$ cat src/rtl/syncfifo_swc.sv
// Single-clock FIFO: register-array storage, registered read data, wrap-bit pointers.
// Define SYNCFIFO_SWC_ALMOST_EN to add almost_full/almost_empty outputs backed by an occupancy counter.
module syncfifo_swc #(
    parameter int DATA_WIDTH      = 32,
    parameter int ADDR_WIDTH      = 4,
    parameter int DEPTH           = 16,
    parameter int ALMOST_FULL_TH  = 14,
    parameter int ALMOST_EMPTY_TH = 2
) (
    input  logic                  clk,
    input  logic                  rst,
    input  logic                  wen,
    input  logic [DATA_WIDTH-1:0] wdata,
    output logic                  full,
    input  logic                  ren,
    output logic [DATA_WIDTH-1:0] rdata,
    output logic                  empty
`ifdef SYNCFIFO_SWC_ALMOST_EN
    ,
    output logic                  almost_full,
    output logic                  almost_empty
`endif
);

    localparam logic [ADDR_WIDTH:0] PTR_ONE = 1;

    logic [DATA_WIDTH-1:0] mem_q [DEPTH];
    logic [ADDR_WIDTH:0]   wptr_q, wptr_d;
    logic [ADDR_WIDTH:0]   rptr_q, rptr_d;
    logic [DATA_WIDTH-1:0] rdata_q, rdata_d;
    logic                  wr_ok;
    logic                  rd_ok;

    // Same slot index with opposite wrap bits means the writer is a full lap ahead.
    assign empty = (wptr_q == rptr_q);
    assign full  = (wptr_q[ADDR_WIDTH-1:0] == rptr_q[ADDR_WIDTH-1:0]) &&
                   (wptr_q[ADDR_WIDTH] != rptr_q[ADDR_WIDTH]);

    assign wr_ok = wen & ~full;
    assign rd_ok = ren & ~empty;
    assign rdata = rdata_q;

    always_comb begin
        wptr_d  = wptr_q;
        rptr_d  = rptr_q;
        rdata_d = rdata_q;
        if (wr_ok) begin
            wptr_d = wptr_q + PTR_ONE;
        end
        if (rd_ok) begin
            rptr_d  = rptr_q + PTR_ONE;
            rdata_d = mem_q[rptr_q[ADDR_WIDTH-1:0]];
        end
    end

    always_ff @(posedge clk or posedge rst) begin
        if (rst) begin
            wptr_q  <= '0;
            rptr_q  <= '0;
            rdata_q <= '0;
        end else begin
            wptr_q  <= wptr_d;
            rptr_q  <= rptr_d;
            rdata_q <= rdata_d;
        end
    end

    // Storage is deliberately left out of reset so it maps onto plain registers/RAM.
    always_ff @(posedge clk) begin
        if (wr_ok) begin
            mem_q[wptr_q[ADDR_WIDTH-1:0]] <= wdata;
        end
    end

`ifdef SYNCFIFO_SWC_ALMOST_EN
    localparam logic [ADDR_WIDTH:0] AF_TH = (ADDR_WIDTH+1)'(ALMOST_FULL_TH);
    localparam logic [ADDR_WIDTH:0] AE_TH = (ADDR_WIDTH+1)'(ALMOST_EMPTY_TH);

    logic [ADDR_WIDTH:0] count_q, count_d;

    always_comb begin
        count_d = count_q;
        case ({wr_ok, rd_ok})
            2'b10:   count_d = count_q + PTR_ONE;
            2'b01:   count_d = count_q - PTR_ONE;
            default: count_d = count_q;
        endcase
    end

    always_ff @(posedge clk or posedge rst) begin
        if (rst) begin
            count_q <= '0;
        end else begin
            count_q <= count_d;
        end
    end

    assign almost_full  = (count_q >= AF_TH);
    assign almost_empty = (count_q <= AE_TH);
`endif

endmodule

$ cat config.mk
export PLATFORM = sky130hd
export DESIGN_NAME = syncfifo_swc
export DESIGN_NICKNAME = d
export VERILOG_FILES = /design/src/rtl/syncfifo_swc.sv
export SDC_FILE = /design/constraint.sdc
export NUM_CORES = 1
export LEC_CHECK = 0
export ABC_CLOCK_PERIOD_IN_PS = 10650
export BUFFER_PORTS_ARGS = -buffer_cell sky130_fd_sc_hd__buf_4
export CELL_PAD_IN_SITES_DETAIL_PLACEMENT = 0
export CELL_PAD_IN_SITES_GLOBAL_PLACEMENT = 2
export CORE_ASPECT_RATIO = 0.5
export CORE_MARGIN = 5
export CORE_UTILIZATION = 53
export DETAILED_ROUTE_END_ITERATION = 8
export PLACE_DENSITY_LB_ADDON = 0.1
export SYNTH_ARGS = -nofsm -noshare
export SYNTH_HDL_FRONTEND = slang
export SYNTH_SLANG_ARGS = --single-unit
$ cat constraint.sdc
create_clock -name clk -period 10.65 [get_ports clk]
set_input_delay 0.5325 -clock clk [delete_from_list [all_inputs] [get_ports clk]]
set_output_delay 0.5325 -clock clk [all_outputs]
set_load 0.03 [all_outputs]
==> reports/metrics.yaml <==
setup_path:
  reg2regPathDepth: 5
  crit_top_cell: "mux2_2"
  slowest_delay_ns: 1.15
  start_kind: "flip-flop"
  worstPathCellList: "buf_4 > mux4_1 > mux2_2 > a22o_1 > mux2_2"
  ff2ff_setup_slack_ns: 7.08
  r2r-end: "rdata[29]"
  r2r_start: "rptr_q[2]"
  worstPathRequired_ns: 11.09
  endpoint_kind: "flip-flop"
  cp_max_fo: 70
  worstPathArrival_ns: 4.01
  cp_slowest_cell: "dfrtp_4"
  critPathKind: "flip-flop to flip-flop"
cts:
  post_cts_buffers: 0
  cts_tree: "built"
  clk_pin_slew_ns: 0.07
  clock_latency_ns: 0.56
  cts_resized: 0
  hold_buffers: 0
  clock-sinks: 554
  root_buffer: "clkbuf_16"
  cts_buffers: 48
  htreeDepth: 2
  cts_buffer_depth: 3
layout:
  multiInputGateArea_sq_mm: 0.00481
  nets: 1153
  fin_util: 0.601
  areaGrowthSynthToFinish_pct: 12.5
  seqCellArea_sq_mm: 0.0164
  drive_above_1_share: 0.265
  final_cell_mix: "edfxtp_1, mux2i_1, buf_4"
  final_common_cell: "edfxtp_1"
  nFillCells: 2880
  stdcell_count: 1690
  n_antenna_cell: 0
floorplan:
  core_sq_mm: 0.0403
  die-area_sq_mm: 0.0450
  num_rows: 52
  die_y_um: 152
  initial_core_util: 0.534
  die_x_um: 295
  num_io_pins: 70
logic_synthesis:
  seq_area_frac_synth: 0.763
  synthesis.nets: 1070
  synth_seq_cells: 554
  synth_cells: 1029
  synth_area_sq_mm: 0.0215
  yosys.cell_types.count: 28
  syn_avg_cell_area_sq_um: 20.9
  yosysWarnings: 0
global_route:
  antenna_found_initial: 0
  first_global_vias: 10641
  overflow: 0
  grt_pass1_wl_um: 68000
  grt_max_degree: 71
  track_usage: 0.204
power_and_ir_drop:
  p_leak_uw: 0.00827
  vdd_drop_max_uv: 160
  power.density_mw_per_mm2: 271
timing:
  maxSlewViolCount: 0
  setup_tns_ns: 0
  fmaxAchievable_mhz: 280
  setup_violations: 0
  fin_crit_ns: 3.57
  finalCritPeriodShare: 0.335
  hold_viol: 0
  setup_slack_ns: 7.08
  clock_skew_ns: 0.0158
  tightest_slew_ns: 1.20
  slew_headroom: 0.202
  rsz0062_at_grt: "false"
place:
  dp_slack_ns: 7.04
  gp_congestion: 0.721
  hpwlAfterDp_um: 24100
  port_buffers: 69
  dpl.cell_count: 1602
route:
  dr.pass1.iters: 5
  final_antenna_net_count: 0
  drc: 0
  via_per_inst: 6.02
  dr_total_vias: 10169
  drtIter0Drc: 743
  routedWlPerCell_um: 27.0
  routed_wl_um: 45700
run:
  max-cap-violations: 0
worst_hold_path:
  hold_path.class: "input pin to async pin"
status:
  outcome: "finished, final reports clean"
## metal layers
metal,global-route usage,vias up,share of wire
li1,-,4437,-
met1,0.300,5463,0.45
met2,0.335,224,0.49
met3,0.0335,45,0.047
met4,0.0317,0,0.010
met5,0,-,0
## where the power goes
group	switching [uW]	internal [uW]	total, uW	leakage, uW
registers	200	2670	2870	0.00510
logic	1070	904	1970	0.00240
clock network	747	974	1720	0.000765
total	2010	4550	6560	0.00827
## cell families (layout without fill, tap and decap cells)
logic type | count (synthesis) | after routing | synth area share
flops | 554 | 554 | 0.763
mux | 258 | 258 | 0.164
compound gates | 104 | 104 | 0.0402
buf+inv | 66 | 187 | 0.0163
simple gates | 28 | 28 | 0.00791
xor+xnor | 14 | 14 | 0.00570
fa+ha+maj | 5 | 5 | 0.00291
## cell type report
type | instances | share of cell area
Clock buffer | 67 | 0.0568
Clock inverter | 21 | 0.00755
Inverter | 4 | 0.000620
Multi-Input combinational cell | 409 | 0.199
Sequential cell | 554 | 0.679
Tap cell | 540 | 0.0279
Timing Repair Buffer | 95 | 0.0295
## synth_stat cells (all sizes together)
| library cell | count | share of area |
|---|---|---|
| a22oi | 32 | 0.011 |
| nor3 | 1 | 0.00023 |
| clkbuf | 31 | 0.0054 |
| xor2 | 1 | 0.00041 |
| mux4 | 64 | 0.070 |
| inv | 4 | 0.00070 |
| ha | 5 | 0.0029 |
| dfrtp | 42 | 0.049 |
| o2111ai | 2 | 0.00081 |
| nor2 | 4 | 0.00070 |
| buf | 31 | 0.010 |
| o211ai | 4 | 0.0014 |
| mux2i | 128 | 0.060 |
| xnor2 | 13 | 0.0053 |
| o21ai | 1 | 0.00041 |
| edfxtp | 512 | 0.71 |
| a221oi | 32 | 0.013 |
| nor2b | 6 | 0.0017 |
| and2 | 2 | 0.00058 |
| o21a | 1 | 0.00035 |
| mux2 | 66 | 0.035 |
| a22o | 32 | 0.013 |
| nand4 | 1 | 0.00058 |
| and3 | 14 | 0.0041 |
## sequential cells by signal (all words and copies together) (netlist names)
signal and cells:
rptr_q 5, mem_q 512, rdata 32, wptr_q 5
## worst max-delay path, delay by kind of cell, from the launching register on
family / cells / cell delay, ns
AO/OA/AOI/OAI: 1 / 0.23
buffers and inverters: 1 / 1.06
flip-flops: 1 / 1.15
multiplexers: 3 / 0.97
## worst max path at each step
stage / to / start / slack [ns]
final: rdata[29] / rptr_q[2] / 7.08
after global routing: rdata[27] / rptr_q[1] / 6.88
after CTS: rdata[27] / rptr_q[2] / 7.02
after detailed placement: rdata[2] / rptr_q[2] / 7.04
after global placement: rdata[25] / rptr_q[2] / 7.08
after floorplan: mem_q[3][0] / rptr_q[1] / 6.81
## per-stage QoR
stage | power, uW | hold slack, ns | area, sq um
2_1_floorplan | 4300 | 0.502 | 21500
3_3_place_gp | 4880 | 0.490 | 22600
3_5_place_dp | 4920 | 0.499 | 22600
4_1_cts | 6640 | 0.218 | 24200
5_1_grt | 6860 | 0.233 | 24200
6_report | 6560 | 0.222 | 24200
(Power assumes the default switching activity.)
